`config.mk`:
```
export PLATFORM = sky130hd
export DESIGN_NAME = wrr_arbiter
export DESIGN_NICKNAME = d
export VERILOG_FILES = /design/src/rtl/wrr_arb_pkg.sv /design/src/rtl/sp_arbiter.sv /design/src/rtl/wrr_arbiter.sv
export SDC_FILE = /design/constraint.sdc
export NUM_CORES = 1
export LEC_CHECK = 0
export CAP_MARGIN = 40
export CORE_MARGIN = 5
export CORE_UTILIZATION = 43
export CTS_CLUSTER_SIZE = 10
export DETAILED_ROUTE_END_ITERATION = 8
export HOLD_SLACK_MARGIN = 0.1
export PLACE_DENSITY_LB_ADDON = 0.08
export SLEW_MARGIN = 20
export SYNTH_ARGS = -nofsm -noshare
export SYNTH_HDL_FRONTEND = slang
export SYNTH_HIERARCHICAL = 1
export SYNTH_SLANG_ARGS = --single-unit
export TNS_END_PERCENT = 30
```
`constraint.sdc`:
```
create_clock -name clk -period 3.4 [get_ports clk]
set_input_delay 0.34 -clock clk [delete_from_list [all_inputs] [get_ports clk]]
set_output_delay 0.34 -clock clk [all_outputs]
set_load 0.005 [all_outputs]
```
`src/rtl/wrr_arb_pkg.sv`:
```
// Shared types and helpers for the weighted round-robin arbiter.
package wrr_arb_pkg;

  // Arbiter FSM: nothing granted, or one requester holding the resource.
  typedef enum logic [0:0] {
    IDLE  = 1'b0,
    GRANT = 1'b1
  } state_e;

  // Index of the set bit in a one-hot vector (all-zero vector maps to 0).
  function automatic logic [31:0] onehot2idx(input logic [31:0] oh);
    logic [31:0] idx;
    idx = 32'd0;
    for (int i = 0; i < 32; i++) begin
      idx = idx | (oh[i] ? 32'(i) : 32'd0);
    end
    return idx;
  endfunction

  // Effective burst length: a zero weight still earns one beat.
  function automatic logic [31:0] weff(input logic [31:0] w);
    return (w == 32'd0) ? 32'd1 : w;
  endfunction

endpackage

```
`src/rtl/sp_arbiter.sv`:
```
// Combinational static-priority picker: one-hot grant to the highest-priority
// active request. LSB_HIGH=1 gives bit 0 the highest priority.
module sp_arbiter #(
  parameter int N        = 4,
  parameter bit LSB_HIGH = 1'b1
) (
  input  logic [N-1:0] req,
  output logic [N-1:0] gnt
);

  logic found_s;
  int   idx_s;

  // Walk requests in priority order and keep the first one found.
  always_comb begin
    gnt     = '0;
    found_s = 1'b0;
    idx_s   = 0;
    for (int i = 0; i < N; i++) begin
      idx_s = LSB_HIGH ? i : (N - 1 - i);
      if (req[idx_s] && !found_s) begin
        gnt[idx_s] = 1'b1;
        found_s    = 1'b1;
      end else begin
        found_s = found_s;
      end
    end
  end

endmodule

```
`src/rtl/wrr_arbiter.sv`:
```
// Registered weighted round-robin arbiter. A winner keeps the grant for up
// to its weight in beats; on release the priority pointer moves past it and
// a new winner is picked in the same edge.
module wrr_arbiter
  import wrr_arb_pkg::*;
#(
  parameter  int NUM = 4,
  parameter  int WW  = 4,
  localparam int IDW = $clog2(NUM)
) (
  input  logic                clk,
  input  logic                rst,
  input  logic [NUM-1:0]      req,
  input  logic [NUM*WW-1:0]   weight,
  output logic [NUM-1:0]      gnt,
  output logic                gnt_vld,
  output logic [IDW-1:0]      gnt_id
);

  state_e           state_r;
  logic [IDW-1:0]   ptr_r;
  logic [WW-1:0]    cnt_r;
  logic [WW-1:0]    weff_r;
  logic [NUM-1:0]   gnt_r;
  logic             gnt_vld_r;
  logic [IDW-1:0]   gnt_id_r;

  logic             release_s;
  logic [IDW-1:0]   nxt_ptr_s;
  logic [IDW-1:0]   arb_ptr_s;
  logic [NUM-1:0]   mask_s;
  logic [NUM-1:0]   pick_m_s;
  logic [NUM-1:0]   pick_u_s;
  logic [NUM-1:0]   pick_s;
  logic [IDW-1:0]   pick_id_s;
  logic [WW-1:0]    pick_weff_s;

  // Burst ends when the owner drops its request or spends its last credit.
  always_comb begin
    if (state_r == GRANT) begin
      release_s = !req[gnt_id_r] || (cnt_r == weff_r);
    end else begin
      release_s = 1'b0;
    end
  end

  // Pointer just past the current owner; used as priority base on release.
  always_comb begin
    if (gnt_id_r == IDW'(NUM - 1)) begin
      nxt_ptr_s = '0;
    end else begin
      nxt_ptr_s = gnt_id_r + IDW'(1);
    end
    if (release_s) begin
      arb_ptr_s = nxt_ptr_s;
    end else begin
      arb_ptr_s = ptr_r;
    end
  end

  // Requests at or above the priority pointer form the masked set.
  always_comb begin
    mask_s = '0;
    for (int i = 0; i < NUM; i++) begin
      mask_s[i] = (i >= int'(arb_ptr_s));
    end
  end

  sp_arbiter #(.N(NUM), .LSB_HIGH(1'b1)) u_pick_masked (
    .req (req & mask_s),
    .gnt (pick_m_s)
  );

  sp_arbiter #(.N(NUM), .LSB_HIGH(1'b1)) u_pick_unmasked (
    .req (req),
    .gnt (pick_u_s)
  );

  // Prefer the masked winner; fall back to the unmasked one to wrap around.
  always_comb begin
    if (|pick_m_s) begin
      pick_s = pick_m_s;
    end else begin
      pick_s = pick_u_s;
    end
    pick_id_s   = IDW'(onehot2idx(32'(pick_s)));
    pick_weff_s = WW'(weff(32'(weight[int'(pick_id_s)*WW +: WW])));
  end

  // FSM, pointer, credit counter and registered grant outputs.
  always_ff @(posedge clk) begin
    if (rst) begin
      state_r   <= IDLE;
      ptr_r     <= '0;
      cnt_r     <= '0;
      weff_r    <= '0;
      gnt_r     <= '0;
      gnt_vld_r <= 1'b0;
      gnt_id_r  <= '0;
    end else begin
      case (state_r)
        IDLE: begin
          if (|req) begin
            state_r   <= GRANT;
            gnt_r     <= pick_s;
            gnt_vld_r <= 1'b1;
            gnt_id_r  <= pick_id_s;
            weff_r    <= pick_weff_s;
            cnt_r     <= WW'(1);
          end else begin
            state_r <= IDLE;
          end
        end
        GRANT: begin
          if (release_s) begin
            ptr_r <= nxt_ptr_s;
            if (|req) begin
              state_r   <= GRANT;
              gnt_r     <= pick_s;
              gnt_vld_r <= 1'b1;
              gnt_id_r  <= pick_id_s;
              weff_r    <= pick_weff_s;
              cnt_r     <= WW'(1);
            end else begin
              state_r   <= IDLE;
              gnt_r     <= '0;
              gnt_vld_r <= 1'b0;
              gnt_id_r  <= '0;
              cnt_r     <= '0;
            end
          end else begin
            cnt_r <= cnt_r + WW'(1);
          end
        end
        default: begin
          state_r   <= IDLE;
          gnt_r     <= '0;
          gnt_vld_r <= 1'b0;
          gnt_id_r  <= '0;
          cnt_r     <= '0;
        end
      endcase
    end
  end

  assign gnt     = gnt_r;
  assign gnt_vld = gnt_vld_r;
  assign gnt_id  = gnt_id_r;

endmodule

```
==> results.toml, run 1 <==
[pwr]
power.density_nw_per_um2 = 607
power_mw = 1.05
ir_drop_uv = 413
power.leakage_nw = 0.713

[cells_and_area]
fillers = 196
stdcell_area_um2 = 1720
syn2layout_area_growth_pct = 59.9
final_util = 0.707
fin_nets = 206
final_common_cell = "buf_4"
final_cell_mix = "buf_4, clkdlybuf4s50_1, nand2_1"
drive_gt1_frac = 0.309
antenna_cells = 0

[detailed_routing]
wl_per_cell_um = 15.1
drt-pass1-iter-count = 4
drt-total-wl_mm = 3.18
ant_nets = 0
drc = 0
post_drt_via_cell_ratio = 5.42
vias = 1144
drtIter0Drc = 25

[timing]
finalCritPeriodShare = 1.00
skew_ns = 0.00763
drv_slew = 0
final.min_clock_period_ns = 3.40
slew_headroom = 0.561
worstMarginPinSlew_ns = 0.657
finalSetupViolCount = 1
rsz0062_at_grt = "yes"
hold_viol = 0
fmax_mhz = 294
setup_ws_ns = -0.00376

[floorplanning]
rows = 18
start_util = 0.442
ios = 29
die_area_um2 = 3600
die_w_um = 60.0
die_y_um = 60.0
core_area_um2 = 2430

[yosys]
postSynthAreaPerCell_um2 = 8.41
yosysUniqueCellTypes = 42
netlist_instances = 128
netlist_area_um2 = 1080
synth_edf_count = 0
synth-seq-cells = 18
synth_nets = 152
async_flop_share = 0
ys_seq_area_frac = 0.335
ys.flop_type = "dfxtp_1"
synth_warnings = 6

[global_route]
antenna_found_initial = 0
globalRouteOverflowTotal = 0
grt_usage = 0.167
grt_pass1_wl_mm = 4.64
grt_max_degree = 19
grt_pass1_vias = 1073

[cts]
cts_tree = "built"
cts_max_level = 1
root_buffer = "clkbuf_4"
cts.path.max_buffers = 2
cts.clk_slew.worst_paths_ns = 0.10
numCtsBuffers = 3
cts_sinks = 18
cts_hold_buffers = 0
clk_latency_ns = 0.29

[hold_path]
min_path_type = "reg -> reg"

[critical_path]
endpoint = "weff_r[0]"
regToRegSetupSlack_ns = -0.004
crit_fanout = 6
cp-startpoint = "gnt_id[1]"
r2r_end = "weff_r[0]"
required_ns = 3.62
cp.arrival_ns = 3.62
crit_type = "reg -> reg"
startpoint_type = "register"
r2r_cells = 14
worstReg2RegStart = "gnt_id[1]"
critPathCaptureType = "register"

[flow_run]
maxCapViolations = 0

[placed_design]
dpl_cell_area_um2 = 1510
dp_hpwl_mm = 2.24
gp_congestion = 0.753
io_buffers = 28

[run_status]
violations = "negative setup slack"
outcome = "complete, but fails checks"
==> synthesized netlist by cell type (all sizes together) (4+ instances only) <==
library cell | instances | share of area
nand2 | 22 | 0.077
a31oi | 5 | 0.029
dfxtp | 18 | 0.33
buf | 4 | 0.035
o21ai | 4 | 0.019
xor2 | 4 | 0.033
a21oi | 9 | 0.042
nor2 | 17 | 0.066
==> report_power, final <==
part	switching (mW)	internal [mW]
Combinational	0.295	0.331
Clock	0.0644	0.0653
Sequential	0.0348	0.255
==> state kept, by name (all words and copies together) (netlist names) <==
name,flops
gnt_vld,1
state_r,1
ptr_r,2
gnt_id,2
weff_r,4
gnt,4
cnt_r,4
==> final cells by class <==
type | count | area (µm²) | share of cell area
clock buffers | 4 | 36.3 | 0.0211
inverters | 3 | 11.3 | 0.00655
multi-input cells | 101 | 781 | 0.454
flip-flops and latches | 18 | 362 | 0.210
well taps | 30 | 37.5 | 0.0218
repair buffers | 55 | 493 | 0.287
==> per-layer routing <==
layer / GRT usage / share of wire / up-vias
met5: 0 / 0 / -
met4: 0.0285 / 0.016 / 0
met3: 0.0497 / 0.063 / 6
met2: 0.290 / 0.48 / 32
met1: 0.206 / 0.44 / 528
li1: - / - / 578
==> metrics by stage <==
step           setup slack, ns  cells  TNS (ns)  hold slack (ns)
3_3_place_gp            -0.266    201    -0.856            0.444
3_5_place_dp            -0.368    201     -1.31            0.453
2_1_floorplan            0.138    128         0            0.444
6_report              -0.00376    211  -0.00376            0.463
5_1_grt                 -0.152    211    -0.457            0.505
4_1_cts                -0.0119    205   -0.0159            0.468
==> critical path, stage by stage (launching register included) <==
cell	delay, ns
dfxtp_2	0.35
mux4_2	0.54
o41ai_4	0.08
nand2_2	0.17
nor3_2	0.26
a21oi_2	0.08
o21a_1	0.25
nor4b_4	0.34
nor2_4	0.07
o31a_1	0.21
buf_4	0.18
nand2_1	0.07
a31oi_2	0.11
or3_4	0.40
a211oi_2	0.20
==> what timing repair did <==
action / in CTS / in global routing
endpoints found under the setup margin: 3 / 4
resized for setup: 3 / 24
pin swaps: 0 / 17
hold endpoints to repair: 0 / 0
buffers inserted: 0 / 7
==> worst min-delay path by stage <==
stage,endpoint,depth (start not counted),slack (ns),start
after floorplan,weff_r[3],2,0.44,weff_r[3]
after global placement,gnt_vld,2,0.44,gnt_vld
after detailed placement,gnt[0],2,0.45,gnt[0]
after CTS,gnt[0],2,0.47,gnt[0]
after global routing,gnt[0],2,0.50,gnt[0]
final,gnt[0],2,0.46,gnt[0]
==> kinds of logic (layout without fill, tap and decap cells) <==
| logic type | Yosys count | after routing | synth area share |
|---|---|---|---|
| compound gates | 36 | 36 | 0.259 |
| simple gates | 57 | 57 | 0.267 |
| xor+xnor | 4 | 4 | 0.0326 |
| buf+inv | 9 | 62 | 0.0523 |
| mux | 2 | 2 | 0.0302 |
| fa+ha+maj | 2 | 2 | 0.0233 |
| flops | 18 | 18 | 0.335 |
No activity file was read; power rests on OpenSTA's default activity.
==> run 2, diff against run 1 <==
- CORE_UTILIZATION: 43 -> 44
- SYNTH_HIERARCHICAL: 1 -> unset
==> run 2 against run 1 <==
- the flow now finishes without violations
- clock skew is 0.0042 ns lower
- fmax up 21%
- synthesized cell count increased by 18%
- worst hold slack improved by 0.026 ns
- first-iteration DRC count rose to 4.7 times the previous value
- largest power group unchanged
==> results.toml, run 2 <==
[cts]
root_buffer = "clkbuf_4"
cts.path.max_buffers = 2
cts.clk_slew.worst_paths_ns = 0.11
ctsResizeCount = 0
clk_latency_ns = 0.30
numCtsBuffers = 3
cts_max_level = 1
cts_hold_buffers = 0
cts_sinks = 18
cts_setup_buffers = 0
cts_tree = "built"

[global_route]
grt_usage = 0.178
grt_max_degree = 19
globalRouteOverflowTotal = 0
grt_pass1_vias = 1253
grt_pass1_wl_mm = 5.74
antenna_found_initial = 0

[yosys]
yosys.area.top_type = "dfxtp_1"
synth_nets = 175
synth_warnings = 0
postSynthAreaPerCell_um2 = 8.19
synth-seq-cells = 18
synth_most_common_cell = "nor2_1"
yosysUniqueCellTypes = 50
synth.top_cell.area_share = 0.291
ys_seq_area_frac = 0.291
ys_top_cells_by_count = "nor2_1, dfxtp_1, a21oi_1"
synth_edf_count = 0
netlist_instances = 151
synth_area_leaders = "dfxtp_1, nor2_1, a21oi_1"
ys.flop_type = "dfxtp_1"
netlist_area_um2 = 1240
async_flop_share = 0

[timing]
finalSetupViolCount = 0
hold_viol = 0
drv_slew = 0
final.min_clock_period_ns = 2.81
finalCritPeriodShare = 0.825
skew_ns = 0.00338
fin_tns_setup_ns = 0
rsz0062_at_grt = "no"
worstMarginPinSlew_ns = 0.673
slew_headroom = 0.550
fmax_mhz = 356

[cells_and_area]
final_cell_mix = "clkdlybuf4s50_1, nor2_1, dfxtp_1"
antenna_cells = 0
syn2layout_area_growth_pct = 28.5
drive_gt1_frac = 0.126
stdcell_area_um2 = 1590
fin_nets = 208
final_common_cell = "clkdlybuf4s50_1"
final_cells = 213

[detailed_routing]
drt-pass1-iter-count = 4
wl_per_cell_um = 16.8
drc = 0
drtIter0Drc = 117
vias = 1268
post_drt_via_cell_ratio = 5.95
ant_nets = 0
drt-total-wl_mm = 3.58

[critical_path]
cpMaxStageDelayCell = "mux4_2"
max_stage_delay_ns = 0.55
cp.arrival_ns = 3.02
critPathTopFamily = "multiplexers"
critPathCaptureType = "register"
startpoint_type = "input pin"
required_ns = 3.62
crit_fanout = 8
cp_num_buf_inv = 1
crit_type = "in -> reg"
crit_chain = "clkdlybuf4s50_1 > mux4_2 > o41ai_4 > mux2_2 > o211a_1 > or3_1 > a31o_1 > o32ai_1"

[placed_design]
placedCellCount = 210
dp_hpwl_mm = 2.79
dpl_cell_area_um2 = 1570
gp_congestion = 0.869
io_buffers = 28

[hold_path]
min_path_type = "reg -> reg"

[pwr]
power.density_nw_per_um2 = 469
ir_drop_uv = 301
power.leakage_nw = 0.657

[floorplanning]
core_area_um2 = 2730
rows = 19
ios = 29
die_area_um2 = 3970
die_w_um = 63.0
start_util = 0.452
die_y_um = 63.0

[run_status]
outcome = "finished clean"

[flow_run]
maxCapViolations = 0
-- run 2: changes by cell type in the layout (fill, tap and decap cells not counted), moves of 6 or more --
cell,delta
buf_4,-20
nand2_1,-13
nor2_1,+8
o21ai_0,+7
a21oi_1,+6
-- run 2: final timing paths --
check	startpoint	end	slack, ns	cells past startpoint
max reg2reg	cnt_r[0]	weff_r[0]	0.60	7
max	req[3]	weff_r[0]	0.59	8
min reg2reg	weff_r[2]	weff_r[2]	0.49	2
min	weff_r[2]	weff_r[2]	0.49	2
-- run 2: tightest hold or removal path, stage by stage, from the launching register on --
cell and delay, ns:
dfxtp_1 0.34, nand2_1 0.06, a21oi_1 0.06
-- run 2: logic make-up after synthesis --
| family | count (synthesis) | share of synthesized area |
|---|---|---|
| AOI/OAI and AO/OA | 57 | 0.355 |
| and+or+nand+nor | 55 | 0.221 |
| DFF | 18 | 0.292 |
| buffers and inverters | 12 | 0.0486 |
| xor gates and xnor gates | 4 | 0.0283 |
| muxes | 3 | 0.0354 |
| adders and majority gates | 2 | 0.0202 |
-- run 2: report_power, final --
part	switching (mW)	leakage, nW	internal (mW)
Sequential	0.0323	0.148	0.243
Clock	0.0716	0.0138	0.0413
Combinational	0.187	0.494	0.171
Total	0.291	0.657	0.455
-- run 2: layout make-up --
class                      instances  area [µm²]
clock buffer                       3        22.5
fill                             265        1140
inverter                           5        18.8
multi-input combinational        121         816
sequential                        18         360
tap                               31        38.8
timing repair buffer              35         333
-- run 2: metrics by stage --
stage          power [mW]  worst slack (ns)  hold slack [ns]  utilization
2_1_floorplan       0.517             0.724            0.448            -
3_3_place_gp        0.628             0.348            0.463        0.573
3_5_place_dp        0.634             0.309            0.474        0.573
4_1_cts             0.747             0.611            0.491        0.581
5_1_grt             0.800             0.457            0.521        0.581
6_report            0.746             0.595            0.488        0.581
-- run 2: metal layers --
layer,global-route usage,wire length (µm)
met5,0,0
met4,0.0477,26
met3,0.0288,135
met2,0.309,1900
met1,0.225,1510
